===== config.mk =====
export PLATFORM = sky130hd
export DESIGN_NAME = bp_reg_initiator
export DESIGN_NICKNAME = d
export VERILOG_FILES = /design/src/rtl/bp_pkg.sv /design/src/rtl/bp_reg_initiator.sv
export SDC_FILE = /design/constraint.sdc
export NUM_CORES = 1
export LEC_CHECK = 0
export CAP_MARGIN = 20
export CORE_ASPECT_RATIO = 1.2
export CORE_MARGIN = 4
export CORE_UTILIZATION = 51
export CTS_BUF_LIST = sky130_fd_sc_hd__clkbuf_16
export CTS_CLUSTER_DIAMETER = 50
export DETAILED_ROUTE_END_ITERATION = 10
export PLACE_DENSITY = 0.83
export SYNTH_ARGS = -nofsm -noshare
export SYNTH_HDL_FRONTEND = slang
export SYNTH_SLANG_ARGS = --single-unit

===== constraint.sdc =====
create_clock -name i_clk -period 2.9 [get_ports i_clk]
set_input_delay 0.58 -clock i_clk [delete_from_list [all_inputs] [get_ports i_clk]]
set_output_delay 0.58 -clock i_clk [all_outputs]
set_load 0.02 [all_outputs]

===== src/rtl/bp_pkg.sv =====
// Shared definitions for the BytePipe register-protocol initiator: FSM states,
// wire-format field positions and the command-byte packer.
package bp_pkg;

  typedef enum logic [2:0] {
    IDLE,
    ADDR,
    DATA,
    WAIT,
    RSP
  } bp_state_e;

  localparam int BP_WR_BIT = 7;
  localparam int BP_ADDR_W = 7;
  localparam int BP_DATA_W = 8;

  function automatic logic [BP_DATA_W-1:0] bp_cmd_byte(input logic                 wr,
                                                        input logic [BP_ADDR_W-1:0] addr);
    logic [BP_DATA_W-1:0] b;
    b                = '0;
    b[BP_ADDR_W-1:0] = addr;
    b[BP_WR_BIT]     = wr;
    return b;
  endfunction

endpackage


===== src/rtl/bp_reg_initiator.sv =====
// BytePipe register initiator: serialises one read/write request into command bytes,
// waits (with timeout) for the single reply byte and presents it as a response.
module bp_reg_initiator
  import bp_pkg::*;
#(
  parameter int TIMEOUT_EXP = 16
) (
  input  logic                 i_clk,
  input  logic                 i_rst,
  input  logic                 i_cg,
  input  logic                 i_req_valid,
  output logic                 o_req_ready,
  input  logic                 i_req_wr,
  input  logic [BP_ADDR_W-1:0] i_req_addr,
  input  logic [BP_DATA_W-1:0] i_req_wdata,
  output logic                 o_rsp_valid,
  input  logic                 i_rsp_ready,
  output logic [BP_DATA_W-1:0] o_rsp_rdata,
  output logic                 o_rsp_timeout,
  output logic [BP_DATA_W-1:0] o_bp_data,
  output logic                 o_bp_valid,
  input  logic                 i_bp_ready,
  input  logic [BP_DATA_W-1:0] i_bp_data,
  input  logic                 i_bp_valid,
  output logic                 o_bp_ready,
  output logic [7:0]           o_nDiscard
);

  localparam logic [TIMEOUT_EXP-1:0] TCTR_ONE = {{(TIMEOUT_EXP-1){1'b0}}, 1'b1};

  function automatic logic [7:0] sat_inc8(input logic [7:0] c);
    return (c == 8'hFF) ? c : c + 8'd1;
  endfunction

  bp_state_e              state_q, state_d;
  logic                   wr_q, wr_d;
  logic [BP_ADDR_W-1:0]   addr_q, addr_d;
  logic [BP_DATA_W-1:0]   wdata_q, wdata_d;
  logic [BP_DATA_W-1:0]   rdata_q, rdata_d;
  logic                   timeout_q, timeout_d;
  logic [TIMEOUT_EXP-1:0] tctr_q, tctr_d;
  logic [7:0]             ndisc_q, ndisc_d;

  logic req_hs, out_hs, in_hs, rsp_hs;

  // All outputs are decoded from registered state only, never from a ready input.
  assign o_req_ready   = (state_q == IDLE);
  assign o_bp_valid    = (state_q == ADDR) || (state_q == DATA);
  assign o_bp_ready    = (state_q == IDLE) || (state_q == WAIT);
  assign o_rsp_valid   = (state_q == RSP);
  assign o_rsp_rdata   = rdata_q;
  assign o_rsp_timeout = timeout_q;
  assign o_nDiscard    = ndisc_q;

  always_comb begin
    o_bp_data = '0;
    case (state_q)
      ADDR:    o_bp_data = bp_cmd_byte(wr_q, addr_q);
      DATA:    o_bp_data = wdata_q;
      default: o_bp_data = '0;
    endcase
  end

  assign req_hs = i_cg & i_req_valid & o_req_ready;
  assign out_hs = i_cg & o_bp_valid & i_bp_ready;
  assign in_hs  = i_cg & i_bp_valid & o_bp_ready;
  assign rsp_hs = i_cg & o_rsp_valid & i_rsp_ready;

  always_comb begin
    state_d   = state_q;
    wr_d      = wr_q;
    addr_d    = addr_q;
    wdata_d   = wdata_q;
    rdata_d   = rdata_q;
    timeout_d = timeout_q;
    tctr_d    = tctr_q;
    ndisc_d   = ndisc_q;
    case (state_q)
      IDLE: begin
        // Anything arriving here is a stray or a reply that lost the race with the timeout.
        if (in_hs) ndisc_d = sat_inc8(ndisc_q);
        if (req_hs) begin
          wr_d    = i_req_wr;
          addr_d  = i_req_addr;
          wdata_d = i_req_wdata;
          state_d = ADDR;
        end
      end
      ADDR: begin
        if (out_hs) state_d = wr_q ? DATA : WAIT;
      end
      DATA: begin
        if (out_hs) state_d = WAIT;
      end
      WAIT: begin
        if (i_cg) begin
          if (in_hs) begin
            rdata_d   = i_bp_data;
            timeout_d = 1'b0;
            tctr_d    = '0;
            state_d   = RSP;
          end else if (tctr_q == '1) begin
            rdata_d   = '0;
            timeout_d = 1'b1;
            tctr_d    = '0;
            state_d   = RSP;
          end else begin
            tctr_d = tctr_q + TCTR_ONE;
          end
        end
      end
      RSP: begin
        if (rsp_hs) state_d = IDLE;
      end
      default: state_d = IDLE;
    endcase
  end

  always_ff @(posedge i_clk or posedge i_rst) begin
    if (i_rst) begin
      state_q   <= IDLE;
      rdata_q   <= '0;
      timeout_q <= 1'b0;
      tctr_q    <= '0;
      ndisc_q   <= '0;
    end else begin
      state_q   <= state_d;
      rdata_q   <= rdata_d;
      timeout_q <= timeout_d;
      tctr_q    <= tctr_d;
      ndisc_q   <= ndisc_d;
    end
  end

  // Request fields are only consumed after being latched, so they need no reset.
  always_ff @(posedge i_clk) begin
    wr_q    <= wr_d;
    addr_q  <= addr_d;
    wdata_q <= wdata_d;
  end

endmodule

==> reports/metrics.yaml <==
status: "finished, final reports clean"
cts_sinks: 52
yosys_warnings: 0
relSlewSlack_pct: 56.78
h-tree-depth: 2
cts_resized: 0
peakVddDrop_mv: 0.5151
cts-root-buf: "clkbuf_16"
dp_hpwl_um: 4076
multiInputGateArea_sq_um: 1023
start_kind: "flop"
final.min_clock_period_ns: 2.634
max_cap_violations: 0
seqCellArea_sq_um: 1381
ios: 60
drv_slew: 0
syn_area_sq_um: 2496
via_per_inst: 5.852
syn_area_per_cell_sq_um: 10.81
grt_pass1_wl_um: 9453
core-area_sq_um: 4662
postCtsHoldBufs: 0
portBuffers: 59
drive_above_1_share_pct: 8.844
mostFrequentLayoutCells: "clkdlybuf4s50_1, dfrtp_1, nand2_1"
drc_errors: 0
cts_setup_buffers: 0
fmax_mhz: 379.7
tns_ns: 0
syn_inst: 231
async_flop_share_pct: 69.23
dominantRegCellSynth: "dfrtp_1"
cp.arrival_ns: 2.05
vias: 2060
grt_overflow: 0
cts_tree: "yes"
synth_enable_flop_cells: 16
grt_start_max_net_pins: 37
clk_path_buf_depth: 2
first_global_vias: 2085
leakagePower_nw: 1.334
yosys.area.top_type: "dfrtp_1"
finalHoldViolCount: 0
final_common_cell: "clkdlybuf4s50_1"
ant_nets: 0
synth_area_leaders: "dfrtp_1, edfxtp_1, nand2_1"
nNetsFinal: 326
drt_iter0_markers: 154
syn_to_final_growth_pct: 31.63
die_h_um: 84.64
post-route-period-util_pct: 90.83
crit_path_end_kind: "primary output"
antenna_cells: 0
power_density_nw_per_um2: 851.1
antenna_found_initial: 0
rows: 27
critPathKind: "flop to primary output"
finalSetupViolations: 0
skew_ns: 0.006919
ys_seq_area_share_pct: 55.34
synth-seq-cells: 52
die_area_sq_um: 6082
syn_nets: 264
track_usage_pct: 19.28
fillers: 335
drt_wl_total_um: 5601
clk_pin_slew_ns: 0.06
gp_congestion: 0.7890
finalHoldWorstSlack_ns: 0.5015
tightest_slew_ns: 0.6472
wl_per_cell_um: 15.91
die_w_um: 71.87
synth_cell_types: 52
hold_path_class: "flop to flop"
yosysTopAreaCellShare_pct: 36.09
cts_made_buffers: 5
crit_required_ns: 2.32
cp_max_fo: 9
dr.pass1.iters: 4
clock_latency_ns: 0.29
rsz0062_at_grt: "no"
start_util_pct: 53.54
cell type report:
| cell class | instances | area share, % |
|---|---|---|
| Clock buffer | 5 | 3.808 |
| Tap cell | 58 | 2.209 |
| Sequential cell | 52 | 42.04 |
| Multi-Input combinational cell | 160 | 31.15 |
| Inverter | 9 | 1.028 |
| Clock inverter | 3 | 0.4189 |
| Timing Repair Buffer | 65 | 19.35 |
worst max-delay path, stage by stage (launching register included):
cell and delay [ns]:
dfrtp_1 0.53, inv_1 0.12, nor2_1 0.12, buf_4 0.18
a22oi_1 0.08, nor2_1 0.12, clkdlybuf4s50_1 0.63
Yosys cell counts (all sizes together), types with 5 or more instances:
cell type / count
dfrtp: 36
xor2: 6
nand3: 14
nand2: 25
nand4: 10
o311ai: 6
buf: 8
a21oi: 5
a22o: 8
o21ai: 8
nor3: 5
a22oi: 8
inv: 9
edfxtp: 16
nor2: 18
sequential cells by signal (all words and copies together), names as in the netlist:
register / count
addr_q: 7
state_q: 3
wdata_q: 8
o_nDiscard: 8
tctr_q: 16
o_rsp_rdata: 8
wr_q: 1
o_rsp_timeout: 1
cell families (layout without fill, tap and decap cells):
group / Yosys count / after routing / share of synthesized area (%)
xor+xnor: 8 / 8 / 2.807
flops: 52 / 52 / 55.34
fa+ha+maj: 2 / 2 / 1.002
simple gates: 98 / 98 / 21.30
buf+inv: 19 / 82 / 3.659
mux: 2 / 2 / 0.8521
compound gates: 50 / 50 / 15.04
layer usage:
metal	GRT usage [%]	vias up	share of wire [%]
met2	33.95	63	52
met5	0	-	0
met3	5.749	10	5.9
li1	-	993	-
met1	22.68	994	40
met4	4.957	0	1.6
final timing paths:
path                       slack, ns              to            from  depth (start not counted)
setup / recovery                0.27    o_bp_data[4]      state_q[1]                          6
hold reg to reg                 0.50  o_rsp_rdata[4]  o_rsp_rdata[4]                          1
max in group asynchronous       1.87      state_q[0]           i_rst                          3
hold / removal                  0.50  o_rsp_rdata[4]  o_rsp_rdata[4]                          1
setup reg to reg                0.80  o_rsp_rdata[5]       tctr_q[0]                          5
min in group asynchronous       0.71      tctr_q[14]           i_rst                          3
power by group:
part / internal [W] / leakage, nW / total, W / switching (W)
Clock: 0.000314 / 0.0730 / 0.000562 / 0.000247
Sequential: 0.000918 / 0.594 / 0.00109 / 0.000172
Combinational: 0.000546 / 0.667 / 0.00114 / 0.000598
per-stage QoR:
step	instance area (sq um)	utilization [%]	instances	power [W]	setup WS, ns
3_3_place_gp	3147	67.50	344	0.002220	0.5197
4_1_cts	3286	70.48	352	0.002813	0.2504
2_1_floorplan	2496	-	231	0.001722	0.9989
5_1_grt	3286	70.48	352	0.002964	0.1099
6_report	3286	70.48	352	0.002796	0.2660
3_5_place_dp	3147	67.50	344	0.002251	0.4708
No activity file was read; power rests on OpenSTA's default activity.
